<file path="config.mk">
export PLATFORM = sky130hd
export DESIGN_NAME = mw_mem_stage
export DESIGN_NICKNAME = d
export VERILOG_FILES = /design/src/rtl/mw_mem_stage.sv
export SDC_FILE = /design/constraint.sdc
export NUM_CORES = 1
export LEC_CHECK = 0
export ABC_CLOCK_PERIOD_IN_PS = 12900
export CAP_MARGIN = 30
export CELL_PAD_IN_SITES_DETAIL_PLACEMENT = 0
export CELL_PAD_IN_SITES_GLOBAL_PLACEMENT = 1
export CORE_AREA = 10 10 169 171
export DETAILED_ROUTE_END_ITERATION = 6
export DIE_AREA = 0 0 179 181
export PLACE_DENSITY_LB_ADDON = 0.25
export RECOVER_POWER = 50
export SETUP_SLACK_MARGIN = 0.3
export SYNTH_ARGS = -nofsm -noshare
export SYNTH_HDL_FRONTEND = slang
export SYNTH_SLANG_ARGS = --single-unit
</file>
<file path="constraint.sdc">
create_clock -name clk -period 12.9 [get_ports clk]
set_input_delay 3.225 -clock clk [delete_from_list [all_inputs] [get_ports clk]]
set_output_delay 3.225 -clock clk [all_outputs]
set_load 0.05 [all_outputs]
</file>
<file path="src/rtl/mw_mem_stage.sv">
// M-stage load/store unit with the MEM/WB register; freezes upstream while a data access is pending.
// Build option: MEM_ALIGN_CHECK_EN traps misaligned lw/sw/lh/lhu/sh instead of issuing them.
module mw_mem_stage (
  input  logic        clk,
  input  logic        reset,
  input  logic [31:0] m_pc,
  input  logic [31:0] m_instruction,
  input  logic [31:0] m_alu_result,
  input  logic [31:0] m_rt_data,
  output logic        m_stall,
  output logic        mem_req,
  output logic        mem_we,
  output logic [31:0] mem_addr,
  output logic [3:0]  mem_byteen,
  output logic [31:0] mem_wdata,
  input  logic        mem_ack,
  input  logic [31:0] mem_rdata,
  output logic [31:0] w_pc,
  output logic [31:0] w_instruction,
  output logic [31:0] w_alu_result,
  output logic [31:0] w_mem_data,
  output logic        w_align_err
);
  localparam logic [5:0] OP_LB = 6'h20, OP_LH = 6'h21, OP_LW = 6'h23, OP_LBU = 6'h24,
                         OP_LHU = 6'h25, OP_SB = 6'h28, OP_SH = 6'h29, OP_SW = 6'h2b;

  typedef enum logic [1:0] {IDLE, BUSY, DONE} state_t;

  state_t      state_q, state_d;
  logic        req_q, req_d, we_q, we_d;
  logic [31:0] addr_q, addr_d, wdata_q, wdata_d, load_buf_q, load_buf_d;
  logic [3:0]  byteen_q, byteen_d;
  logic [1:0]  a_q, a_d;

  logic [5:0]  opcode;
  logic [1:0]  a;
  logic        is_load_raw, is_store_raw, align_err, is_load, is_store, is_mem;
  logic [3:0]  st_byteen;
  logic [31:0] st_wdata, ld_value;
  logic [7:0]  ld_byte;
  logic [15:0] ld_half;

  assign opcode = m_instruction[31:26];
  assign a      = m_alu_result[1:0];

  always_comb begin
    is_load_raw  = 1'b0;
    is_store_raw = 1'b0;
    case (opcode)
      OP_LB, OP_LH, OP_LW, OP_LBU, OP_LHU: is_load_raw  = 1'b1;
      OP_SB, OP_SH, OP_SW:                 is_store_raw = 1'b1;
      default: ;
    endcase
  end

`ifdef MEM_ALIGN_CHECK_EN
  logic misaligned;
  always_comb begin
    misaligned = 1'b0;
    case (opcode)
      OP_LW, OP_SW:          misaligned = (a != 2'b00);
      OP_LH, OP_LHU, OP_SH:  misaligned = a[0];
      default: ;
    endcase
  end
  assign align_err = (is_load_raw | is_store_raw) & misaligned;
`else
  assign align_err = 1'b0;
`endif

  assign is_load  = is_load_raw  & ~align_err;
  assign is_store = is_store_raw & ~align_err;
  assign is_mem   = is_load | is_store;
  assign m_stall  = is_mem & (state_q != DONE);

  always_comb begin
    st_byteen = 4'b0000;
    st_wdata  = m_rt_data;
    case (opcode)
      OP_SW: st_byteen = 4'b1111;
      OP_SH: begin
        st_byteen = a[1] ? 4'b1100 : 4'b0011;
        st_wdata  = {2{m_rt_data[15:0]}};
      end
      OP_SB: begin
        st_byteen = 4'b0001 << a;
        st_wdata  = {4{m_rt_data[7:0]}};
      end
      default: ;
    endcase
  end

  // Lane selection uses the address latched with the request, not the live M input.
  assign ld_byte = mem_rdata[{a_q, 3'b000} +: 8];
  assign ld_half = a_q[1] ? mem_rdata[31:16] : mem_rdata[15:0];

  always_comb begin
    ld_value = mem_rdata;
    case (opcode)
      OP_LB:  ld_value = {{24{ld_byte[7]}}, ld_byte};
      OP_LBU: ld_value = {24'h0, ld_byte};
      OP_LH:  ld_value = {{16{ld_half[15]}}, ld_half};
      OP_LHU: ld_value = {16'h0, ld_half};
      default: ;
    endcase
  end

  always_comb begin
    state_d    = state_q;
    req_d      = req_q;
    we_d       = we_q;
    addr_d     = addr_q;
    byteen_d   = byteen_q;
    wdata_d    = wdata_q;
    a_d        = a_q;
    load_buf_d = load_buf_q;
    case (state_q)
      IDLE: if (is_mem) begin
        state_d  = BUSY;
        req_d    = 1'b1;
        we_d     = is_store;
        addr_d   = {m_alu_result[31:2], 2'b00};
        byteen_d = is_store ? st_byteen : 4'b0000;
        wdata_d  = st_wdata;
        a_d      = a;
      end
      BUSY: if (mem_ack) begin
        state_d    = DONE;
        req_d      = 1'b0;
        load_buf_d = ld_value;
      end
      DONE:    state_d = IDLE;
      default: state_d = IDLE;
    endcase
  end

  always_ff @(posedge clk or posedge reset) begin
    if (reset) begin
      state_q    <= IDLE;
      req_q      <= 1'b0;
      we_q       <= 1'b0;
      addr_q     <= '0;
      byteen_q   <= '0;
      wdata_q    <= '0;
      a_q        <= '0;
      load_buf_q <= '0;
    end else begin
      state_q    <= state_d;
      req_q      <= req_d;
      we_q       <= we_d;
      addr_q     <= addr_d;
      byteen_q   <= byteen_d;
      wdata_q    <= wdata_d;
      a_q        <= a_d;
      load_buf_q <= load_buf_d;
    end
  end

  assign mem_req    = req_q;
  assign mem_we     = we_q;
  assign mem_addr   = addr_q;
  assign mem_byteen = byteen_q;
  assign mem_wdata  = wdata_q;

  // On a stall the ALU result is left as-is; the cleared instruction already marks the bubble.
  always_ff @(posedge clk or posedge reset) begin
    if (reset) begin
      w_pc          <= '0;
      w_instruction <= '0;
      w_alu_result  <= '0;
      w_mem_data    <= '0;
      w_align_err   <= 1'b0;
    end else if (m_stall) begin
      w_pc          <= '0;
      w_instruction <= '0;
      w_mem_data    <= '0;
      w_align_err   <= 1'b0;
    end else begin
      w_pc          <= m_pc;
      w_instruction <= m_instruction;
      w_alu_result  <= m_alu_result;
      w_mem_data    <= is_load ? load_buf_q : 32'h0;
      w_align_err   <= align_err;
    end
  end
endmodule

</file>
; Yosys cells after proc, flatten, opt, wreduce, memory -nomap -nowiden
; Cells that the tools add are included.
[word_totals]
regBits = 232
input_bits = 163
out_inout_bits = 200
word_cells = 54
[classes]
n_eq_ne = 12
n_shift = 2
n_mux = 18
n_bitwise = 2
reduce_logical = 8
[op_table]
columns = operator, count
row1 = $mux W32, 4
row2 = $pmux W32 S4, 1
row3 = $pmux W32 S2, 1
row4 = $eq A6 B6 Y1 const B, 8
row5 = $shiftx A32 B6 Y8, 1
row6 = $mux W16, 1
row7 = $pmux W4 S3, 1
row8 = $mux W4, 2
row9 = $ne A2 B2 Y1 const B, 3
row10 = $reduce_and A2 Y1, 3
row11 = $reduce_or A5 Y1, 1
row12 = $mux W1, 4
row13 = $mux W2, 2
row14 = $pmux W2 S2, 1
row15 = $shl A1 B2 Y4 const A, 1
row16 = $reduce_and A3 Y1, 1
row17 = $reduce_or A3 Y1, 1
row18 = $eq A2 B1 Y1 const B, 1
row19 = $logic_not A2 Y1, 1
row20 = $pmux W1 S2, 1
row21 = $reduce_bool A2 Y1, 1
row22 = $and A1 B1 Y1, 1
row23 = $or A1 B1 Y1, 1

; Longest topological paths before layout
; Gate-level depths: netlist of run 1.
[depth]
depth_word = 6
ltp_mapped = 7
mapped_depth_nobuf = 5

; Least setup slack after synthesis of run 1
; OpenSTA, ideal clock, no wires.
[synth_path]
path_type = input to output
from = in m_instruction[26]
to = out m_stall
arrival_ns = 4.236
required_ns = 9.675
setup_slack_ns = 5.439
stages = 6
path_buffers = 2
path_cell_list = buf_2 nor2b_1 o22ai_2 nand3_1 clkbuf_1 inv_1
[synth_between]
elab_chain_len = 5
elab_cells_between_ends = 14
classes_between = eq/ne (8) / mux (2) / bitwise (2) / reduce/logical (2)
[synth_lines]
columns = element, line
row1 = start: declaration, 7  ; input logic [31:0] m_instruction,
row2 = $eq A6 B6 Y1, 49  ; case (opcode)
row3 = $reduce_or A5 Y1 or $reduce_or A3 Y1 (tied branches), 49
row4 = $mux W1, 49
row5 = $or A1 B1 Y1 *, 73  ; assign is_mem = is_load | is_store;
row6 = $and A1 B1 Y1 *, 74  ; assign m_stall = is_mem & (state_q != DONE);
row7 = end: declaration, 10  ; output logic m_stall,
; Every way passes the cells marked *; elsewhere a longest branch is shown, timed or not.

; Worst setup path after layout of run 1
; Ends and elaborated chain as after synthesis.

==> reports/qor.txt, run 1 <==
Post-synthesis async set-or-reset flop share - 100%
Design area - 13,900 um2
HP Class - register to register
Dpl cell area - 13,100 um2
CP Data Required Time - 9680 ps
Placement row count - 58
Synth top area cells - dfrtp_1, mux2_2, and2_1
H-tree depth - 1
Yosys top cell by area - dfrtp_1
VDD IR max - 134 uV
Clk sinks - 232
RD Place Congestion - 0.809
Sequential area share after synthesis - 63.2%
IO Count - 363
Full die area - 32,400 um2
Via/cell ratio - 4.75
WHS - 478 ps
WL final - 28.9 mm
Core area - 25,000 um2
Period utilization - 80.8%
Syn Inst Count - 653
Tmin final - 10,420 ps
CTS resizes - 0
Port Buffers - 359
Syn_area_per_cell - 14.1 um2
#FFs+latches synth - 232
Most common cell in the netlist - dfrtp_1
Actual slew at the worst max-slew pin - 4920 ps
Starting density of the core - 36.7%
Clk_lat worst skew - 530 ps
Most used DFF post-synth - dfrtp_1
Cells along the critical path - dlygate4sd3_1 > clkbuf_1 > nor2b_1 > o22ai_1 > nand3_1 > inv_1 > clkdlybuf4s50_1
Die height - 181 um
Failing checks - max-capacitance violations, max-slew violations
Die width - 179 um
CP peak stage delay - 1060 ps
Mapped Area - 9190 um2
Number of global-route vias before repair - 7,031
CTS Buf Count - 27
Number of library cell types mapped by synthesis - 48
Worst EP arrival - 7190 ps
Gr usage total - 17.4%
Global-route wire length before repair - 43.7 mm
DR WL/cell - 21.3 um
Post-route ant nets - 0
Post-CTS Setup Inserts - 0
PD cells - 171 nW/um2
Final setup violation count - 0
Max clock buf depth - 3
Largest net degree at the start of global routing - 113
Area share of the leading cell type in the synthesized netlist - 63.2%
CP Launch Type - primary input
Maxcap violations - 2
Setup TNS - 0 ps
Slowest-stage cell, CP - clkbuf_1
DP HPWL - 21.5 mm
Final nets - 1,171
Pre-antenna DRT Iters - 4
Number of flops mapped to enable cells by yosys - 0
Unrepaired setup endpoints after global routing - no
Skew final - 13.5 ps
Pwr Total - 2.37 mW
Layout area overhead - 51.3%
DRC Markers - 0
CTS tree - yes
DR iter-0 viols - 261
Clk root buf - clkbuf_16
Fin. max-slew vios - 176
Dpl cells - 1,309
LEAKAGE - 5.98 nW
Non-filler instance count after layout - 1,357
Overflow left after global routing - 0
Initial antenna violation count - 3
Slew margin rel. - -230%
Yosys warns - 0
Proportion of layout cells with a drive suffix above 1 - 20.2%
Max Fclk - 0.0960 GHz
Setup crit end kind - primary output
Clk slew on worst S/H paths - 60 ps
R2r setup slk - 9300 ps
Status - finished, violations left
Final hold vios - 0
Via count - 6,442
Kind of critical path - primary input to primary output
CTS hold repair buffers - 0
Critical path fanouts, max - 29
Top post-synthesis cells by count - dfrtp_1, mux2_2, and2_1
==> layout make-up <==
class / instances / area [um2]
fillers: 2159 / 11100
diodes: 3 / 7.51
well taps: 330 / 413
flip-flops and latches: 232 / 5810
clock buffers: 38 / 797
multi-input cells: 370 / 3110
repair buffers: 367 / 3680
inverters: 10 / 40.0
clock inverters: 7 / 45.0
==> routing by layer <==
metal / up-vias / track usage [%] / routed length, um / share of wire (%)
met1: 3213 / 20.5 / 11200 / 39
met4: 0 / 3.70 / 466 / 1.6
li1: 2986 / - / - / -
met2: 210 / 30.0 / 14700 / 51
met5: - / 0 / 0 / 0
met3: 33 / 5.63 / 2490 / 8.6
==> where the power goes <==
| group | internal (mW) | switching, mW |
|---|---|---|
| Combinational | 0.287 | 0.452 |
| Clock | 0.427 | 0.292 |
| Sequential | 0.851 | 0.0656 |
==> cell usage in the layout (no fill, tap or decap), types with 6 or more instances in the layout <==
master / netlist / final
and2_1: 94 / 79
mux2_2: 134 / 134
a221o_2: 15 / 15
o21ai_0: 9 / 9
clkbuf_8: 0 / 8
a21oi_1: 13 / 13
o22ai_1: 11 / 12
dfrtp_1: 232 / 232
nand2_1: 21 / 21
clkbuf_1: 16 / 6
clkbuf_16: 0 / 27
nand3_1: 7 / 7
dlygate4sd3_1: 0 / 95
and2_0: 0 / 15
a31oi_1: 9 / 9
clkdlybuf4s50_1: 0 / 264
inv_1: 9 / 8
==> critical path, delay by kind of cell <==
kind                   cells  cell delay [ps]
buffers and inverters      4             2640
AOI/OAI and AO/OA          1              320
and+or+nand+nor            2              990
==> flip-flops by register name, summed over array words and instances (netlist names) <==
signal and cells:
a_q 2, w_instruction 32, load_buf_q 32, mem_we 1, w_alu_result 32, state_q 2
mem_req 1, mem_byteen 4, w_mem_data 32, mem_wdata 32, w_pc 32, mem_addr 30
==> cells by family (layout without fill, tap and decap cells) <==
logic type / count (synthesis) / count (layout) / synth area share [%]
compound gates: 72 / 72 / 6.03
buf+inv: 53 / 422 / 2.79
flops: 232 / 232 / 63.2
mux: 143 / 143 / 17.8
other cells: 1 / 6 / 0.0408
simple gates: 152 / 152 / 10.1
==> through the flow <==
step	setup slack [ps]	util (%)
floorplan	3310	-
global placement	3930	52.2
detailed placement	3900	52.4
CTS	3890	55.8
global route	1990	55.5
finish	2480	55.5
==> worst paths after layout <==
path,start,endpoint,cells after the start
worst max-delay path,m_instruction[26],m_stall,7
worst min-delay path,load_buf_q[3],load_buf_q[3],2
worst max register to register,state_q[1],load_buf_q[17],5
worst min register to register,load_buf_q[3],load_buf_q[3],2
max in group asynchronous,reset,load_buf_q[26],4
min in group asynchronous,reset,w_pc[15],2
(Power assumes the default switching activity.)
==> run 2, diff against run 1 <==
Settings changed: ABC_CLOCK_PERIOD_IN_PS 12900 to 10550, CORE_AREA 10 10 169 171 to 10 10 176 178, DIE_AREA 0 0 179 181 to 0 0 186 188.
Clock period 12.9 ns to 10.55 ns, I/O delays scaled along.
==> run 2 against run 1 <==
Against the previous run:
- the run still ends with max-capacitance violations, max-slew violations left
- sequential power up 22%
- hold slack better by 2.5 ps
- critical path type unchanged
- global-route usage down 1.1 points
==> reports/qor.txt, run 2 (synthesized netlist as in run 1, its figures left out) <==
Starting density of the core - 33.4% (-3.3 points)
Global-route wire length before repair - 44.2 mm (+1.3%)
DRC Markers - 0 (unchanged)
Largest net degree at the start of global routing - 109 (-3.5%)
Setup TNS - 0 ps (unchanged)
Overflow left after global routing - 0 (unchanged)
Gr usage total - 16.3% (-1.1 points)
DP HPWL - 21.5 mm (about the same)
CP Data Required Time - 7910 ps (-1770 ps)
Via/cell ratio - 4.74 (-0.22%)
Clk root buf - clkbuf_16
Post-CTS Setup Inserts - 0 (unchanged)
DR iter-0 viols - 298 (+14%)
Proportion of layout cells with a drive suffix above 1 - 20.1% (-0.098 points)
CTS Buf Count - 27 (unchanged)
Non-filler instance count after layout - 1,376 (+1.4%)
Fin. max-slew vios - 142 (-19%)
Placement row count - 61 (+5.2%)
Unrepaired setup endpoints after global routing - no
H-tree depth - 1 (unchanged)
CTS tree - yes
Critical path fanouts, max - 29 (unchanged)
Slew margin rel. - -222% (+7.4 points)
Die width - 186 um (+3.9%)
Clk sinks - 232 (unchanged)
RD Place Congestion - 0.790 (-2.3%)
Period utilization - 75.0%
Pwr Total - 2.95 mW (+24%)
CP Launch Type - primary input
Final setup violation count - 0 (unchanged)
Most frequent cells in the layout - clkdlybuf4s50_1, dfrtp_1, mux2_2, and2_1, dlygate4sd3_1
CTS resizes - 0 (unchanged)
Dpl cells - 1,326 (+1.3%)
CTS hold repair buffers - 0 (unchanged)
WL final - 29.2 mm (+1.2%)
Full die area - 35,000 um2 (+7.9%)
Core area - 27,500 um2 (+9.7%)
IO Count - 363 (unchanged)
Tmin final - 7910 ps
Kind of critical path - primary input to primary output
Layout area overhead - 52.1%
Via count - 6,518 (+1.2%)
Max Fclk - 0.126 GHz
HP Class - register to register
Final hold vios - 0 (unchanged)
Status - finished, violations left
Port Buffers - 359 (unchanged)
Pre-antenna DRT Iters - 4 (unchanged)
Final nets - 1,173 (+0.17%)
Most common cell after layout, fill and taps aside - clkdlybuf4s50_1
VDD IR max - 134 uV (-0.60%)
Initial antenna violation count - 3 (unchanged)
Failing checks - max-capacitance violations, max-slew violations
Maxcap violations - 2 (unchanged)
Number of global-route vias before repair - 7,007 (-0.34%)
DR WL/cell - 21.2 um (-0.18%)
Max clock buf depth - 3 (unchanged)
Clk slew on worst S/H paths - 50 ps (about the same)
PD cells - 211 nW/um2 (+24%)
Post-route ant nets - 0 (unchanged)
Actual slew at the worst max-slew pin - 4810 ps (-111 ps)
Skew final - 8.55 ps (-4.91 ps)
Worst EP arrival - 5270 ps (-1920 ps)
Setup crit end kind - primary output
Clk_lat worst skew - 530 ps (about the same)
Die height - 188 um (+3.9%)
LEAKAGE - 5.94 nW (-0.71%)
Fillers - 2,434 (+13%)
## run 2: changes by cell type in the layout (fill, tap and decap cells not counted), moves of 2 or more
cell,before,now
clkbuf_8,8,5
clkbuf_1,6,12
and2_0,15,19
diode_2,3,1
dlygate4sd3_1,95,47
clkdlybuf4s50_1,264,312
and2_1,79,75
bufinv_16,0,2
clkinv_2,5,3
## run 2: power by group
group	leakage (nW)	switching, mW	internal [mW]	total [mW]
Combinational	2.67	0.553	0.362	0.915
Clock	0.428	0.361	0.555	0.917
Sequential	2.84	0.0821	1.04	1.12
Total	5.94	0.997	1.96	2.95
## run 2: critical path: stages
cell,delay (ps)
clkdlybuf4s50_1,450
buf_4,330
nor2b_1,90
o22ai_1,350
nand3_1,400
inv_1,150
clkdlybuf4s50_1,860
## run 2: area by class of cell
cell class / instances / area [um2] / area share, %
flip-flops and latches: 232 / 5810 / 41.6
repair buffers: 369 / 3700 / 26.5
multi-input cells: 370 / 3120 / 22.3
clock buffers: 41 / 778 / 5.57
well taps: 346 / 433 / 3.10
clock inverters: 7 / 92.6 / 0.663
inverters: 10 / 40.0 / 0.287
diodes: 1 / 2.50 / 0.0179
## run 2: worst paths after layout
check	to	slack (ps)	from	cells past startpoint
hold / removal	w_mem_data[2]	480	load_buf_q[2]	1
setup / recovery	m_stall	2640	m_instruction[26]	7
max in group asynchronous	load_buf_q[20]	3380	reset	3
hold reg to reg	w_mem_data[2]	480	load_buf_q[2]	1
setup reg to reg	load_buf_q[25]	6850	state_q[1]	5
min in group asynchronous	w_pc[19]	4060	reset	2
## run 2: through the flow
stage	util (%)	setup WS, ps	hold slack (ps)	area [um2]
2_1_floorplan	-	1550	442	9190
3_3_place_gp	47.7	2930	466	13100
3_5_place_dp	47.8	2920	467	13100
4_1_cts	51.0	2920	481	14000
5_1_grt	50.8	2340	501	14000
6_report	50.8	2640	480	14000
## run 2: layer usage
metal	track usage (%)	up-vias	share of wire [%]
li1	-	2989	-
met5	0	-	0.062
met4	3.69	2	1.9
met2	27.7	240	50
met3	5.51	35	8.9
met1	19.3	3252	39
==> run 3, diff against run 2 <==
Settings changed: ABC_CLOCK_PERIOD_IN_PS 10550 to 8200.
Clock period 10.55 ns to 8.2 ns, I/O delays scaled along.
==> run 3 against run 2 <==
Against the previous run:
- the run still ends with max-capacitance violations, max-slew violations left
- die area is the same
- cell count is the same
- register-to-register slack lost 2900 ps
- final area grew 0.58%
- core utilization grew 0.30 points
- global-route usage grew 0.11 points
- via count shrank 0.54%
- critical path depth is the same
- largest cell class unchanged
- count of clock-buffer cells in the layout grew 1
- total power grew 32%
- flip-flop and latch count is the same
==> reports/qor.txt, run 3 (synthesized netlist as in run 1, its figures left out) <==
Reg area - 5810 um2 (unchanged)
Failing checks - max-capacitance violations, max-slew violations
Die width - 186 um (unchanged)
CP Launch Type - primary input
Post-CTS Setup Inserts - 0 (unchanged)
Die height - 188 um (unchanged)
Worst setup margin - 1690 ps (-949 ps)
Fin. max-slew vios - 162 (+14%)
Status - finished, violations left
Setup crit end kind - primary output
Max Fclk - 0.154 GHz
CTS tree - yes
Max clock buf depth - 3 (unchanged)
Final hold vios - 0 (unchanged)
Overflow left after global routing - 0 (unchanged)
Post-route ant nets - 0 (unchanged)
Setup WS pre-CTS - 1830 ps (-1080 ps)
Core Util, Final - 51.1% (+0.30 points)
Cells along the critical path - clkdlybuf4s50_1 > buf_4 > nor2b_1 > o22ai_1 > nand3_4 > inv_1 > clkdlybuf4s50_1
PD cells - 277 nW/um2 (+31%)
Setup TNS - 0 ps (unchanged)
Via count - 6,483 (-0.54%)
Global-route wire length before repair - 44.4 mm (+0.34%)
DR iter-0 viols - 349 (+17%)
Reg-to-reg endpoint - mem_wdata[23]
Proportion of layout cells with a drive suffix above 1 - 20.4% (+0.31 points)
VDD IR max - 205 uV (+54%)
WHS Endpoint - load_buf_q[5]
CTS hold repair buffers - 0 (unchanged)
H-tree depth - 1 (unchanged)
Full die area - 35,000 um2 (unchanged)
Number of global-route vias before repair - 7,052 (+0.64%)
Critical path fanouts, max - 29 (unchanged)
Slew margin rel. - -172% (+50 points)
RD Place Congestion - 0.792 (+0.27%)
Port Buffers - 359 (unchanged)
Via/cell ratio - 4.71 (-0.54%)
DRC Markers - 0 (unchanged)
Kind of critical path - primary input to primary output
Clk sinks - 232 (unchanged)
Reg2Reg Depth - 5 (unchanged)
Placement row count - 61 (unchanged)
Critical R2R Launch - state_q[0]
Tmin final - 6510 ps
CP peak stage delay - 870 ps (about the same)
CTS Buf Count - 28 (+3.7%)
WL final - 29.2 mm (-0.12%)
Clk_lat worst skew - 530 ps (about the same)
Starting density of the core - 33.4% (unchanged)
Fillers - 2,430 (-0.16%)
Unrepaired setup endpoints after global routing - no
Clk slew on worst S/H paths - 60 ps (about the same)
Worst EP arrival - 4460 ps (-810 ps)
Largest net degree at the start of global routing - 145 (+33%)
Layout area overhead - 52.9%
Most common cell after layout, fill and taps aside - clkdlybuf4s50_1
Hold path start - load_buf_q[5]
Footprint of the multi-input gates - 3130 um2 (+0.40%)
CP Data Required Time - 6150 ps (-1760 ps)
Cell mode on critical path - clkdlybuf4s50_1
Period utilization - 79.4%
R2r setup slk - 3920 ps (-2930 ps)
Slowest-stage cell, CP - clkdlybuf4s50_1
HP Class - register to register
Most frequent cells in the layout - clkdlybuf4s50_1, dfrtp_1, mux2_2, and2_1, dlygate4sd3_1
CTS resizes - 0 (unchanged)
Core area - 27,500 um2 (unchanged)
IO Count - 363 (unchanged)
Maxcap violations - 3 (+1)
Pre-antenna DRT Iters - 5 (+1)
Skew final - 5.38 ps (-3.17 ps)
Worst Hold Path Cells - 2 (+1)
Final setup violation count - 0 (unchanged)
Final nets - 1,173 (unchanged)
Actual slew at the worst max-slew pin - 4090 ps (-724 ps)
Gr usage total - 16.4% (+0.11 points)
DP HPWL - 21.4 mm (-0.46%)
Initial antenna violation count - 3 (unchanged)
Clk root buf - clkbuf_16
LEAKAGE - 5.99 nW (+0.93%)
DR WL/cell - 21.2 um (-0.12%)
==> run 3: cell types whose count changed in the layout (fill, tap and decap cells not counted), sizes merged <==
| cell | delta |
|---|---|
| bufinv | +1 |
| diode | +1 |
| clkbuf | +2 |
| clkdlybuf4s50 | +1 |
| inv | -2 |
| clkinv | -1 |
| buf | -2 |
| clkinvlp | +1 |
| dlygate4sd3 | -1 |
==> run 3: how the worst max path moves through the flow <==
| stage | from | slack (ps) | cells past startpoint | to |
|---|---|---|---|---|
| final | m_instruction[26] | 1690 | 7 | m_stall |
| after global routing | m_instruction[27] | 1360 | 7 | mem_wdata[23] |
| after CTS | m_instruction[26] | 1830 | 7 | m_stall |
| after detailed placement | m_instruction[26] | 1830 | 7 | m_stall |
| after global placement | m_instruction[26] | 1850 | 7 | m_stall |
| after floorplan | m_instruction[26] | 3090 | 6 | m_stall |
==> run 3: routing by layer <==
metal | global-route usage, % | vias up | wire length, um
li1 | - | 2990 | -
met3 | 6.46 | 45 | 2960
met2 | 26.8 | 253 | 14100
met5 | 0 | - | 13
met1 | 19.7 | 3193 | 11400
met4 | 4.13 | 2 | 704
==> run 3: worst max-delay path, delay by kind of cell <==
family                 cells  cell delay (ps)
buffers and inverters      4             1720
AND/OR/NAND/NOR            2              190
AO/OA/AOI/OAI              1              480
==> run 3: report_power, final <==
| part | switching, mW | leakage [nW] | internal [mW] | total [mW] |
|---|---|---|---|---|
| Sequential | 0.106 | 2.84 | 1.34 | 1.44 |
| Clock | 0.469 | 0.465 | 0.797 | 1.27 |
| Combinational | 0.711 | 2.69 | 0.469 | 1.18 |
| Total | 1.29 | 5.99 | 2.60 | 3.89 |
==> run 3: metrics by stage <==
stage               instance area, um2  power (mW)  std cells  hold WS [ps]
global placement                 13100        2.65       1324           463
CTS                              14100        3.95       1373           481
floorplan                         9200        2.20        655           442
detailed placement               13100        2.66       1325           468
finish                           14000        3.89       1376           479
global route                     14000        4.07       1374           504
==> run 3: layout make-up <==
cell class / count / area share (%)
antenna: 2 / 0.0356
clock buffer: 42 / 6.01
clock inverter: 6 / 0.766
inverter: 10 / 0.285
multi-input combinational: 370 / 22.3
sequential: 232 / 41.3
tap: 346 / 3.08
timing repair buffer: 368 / 26.2
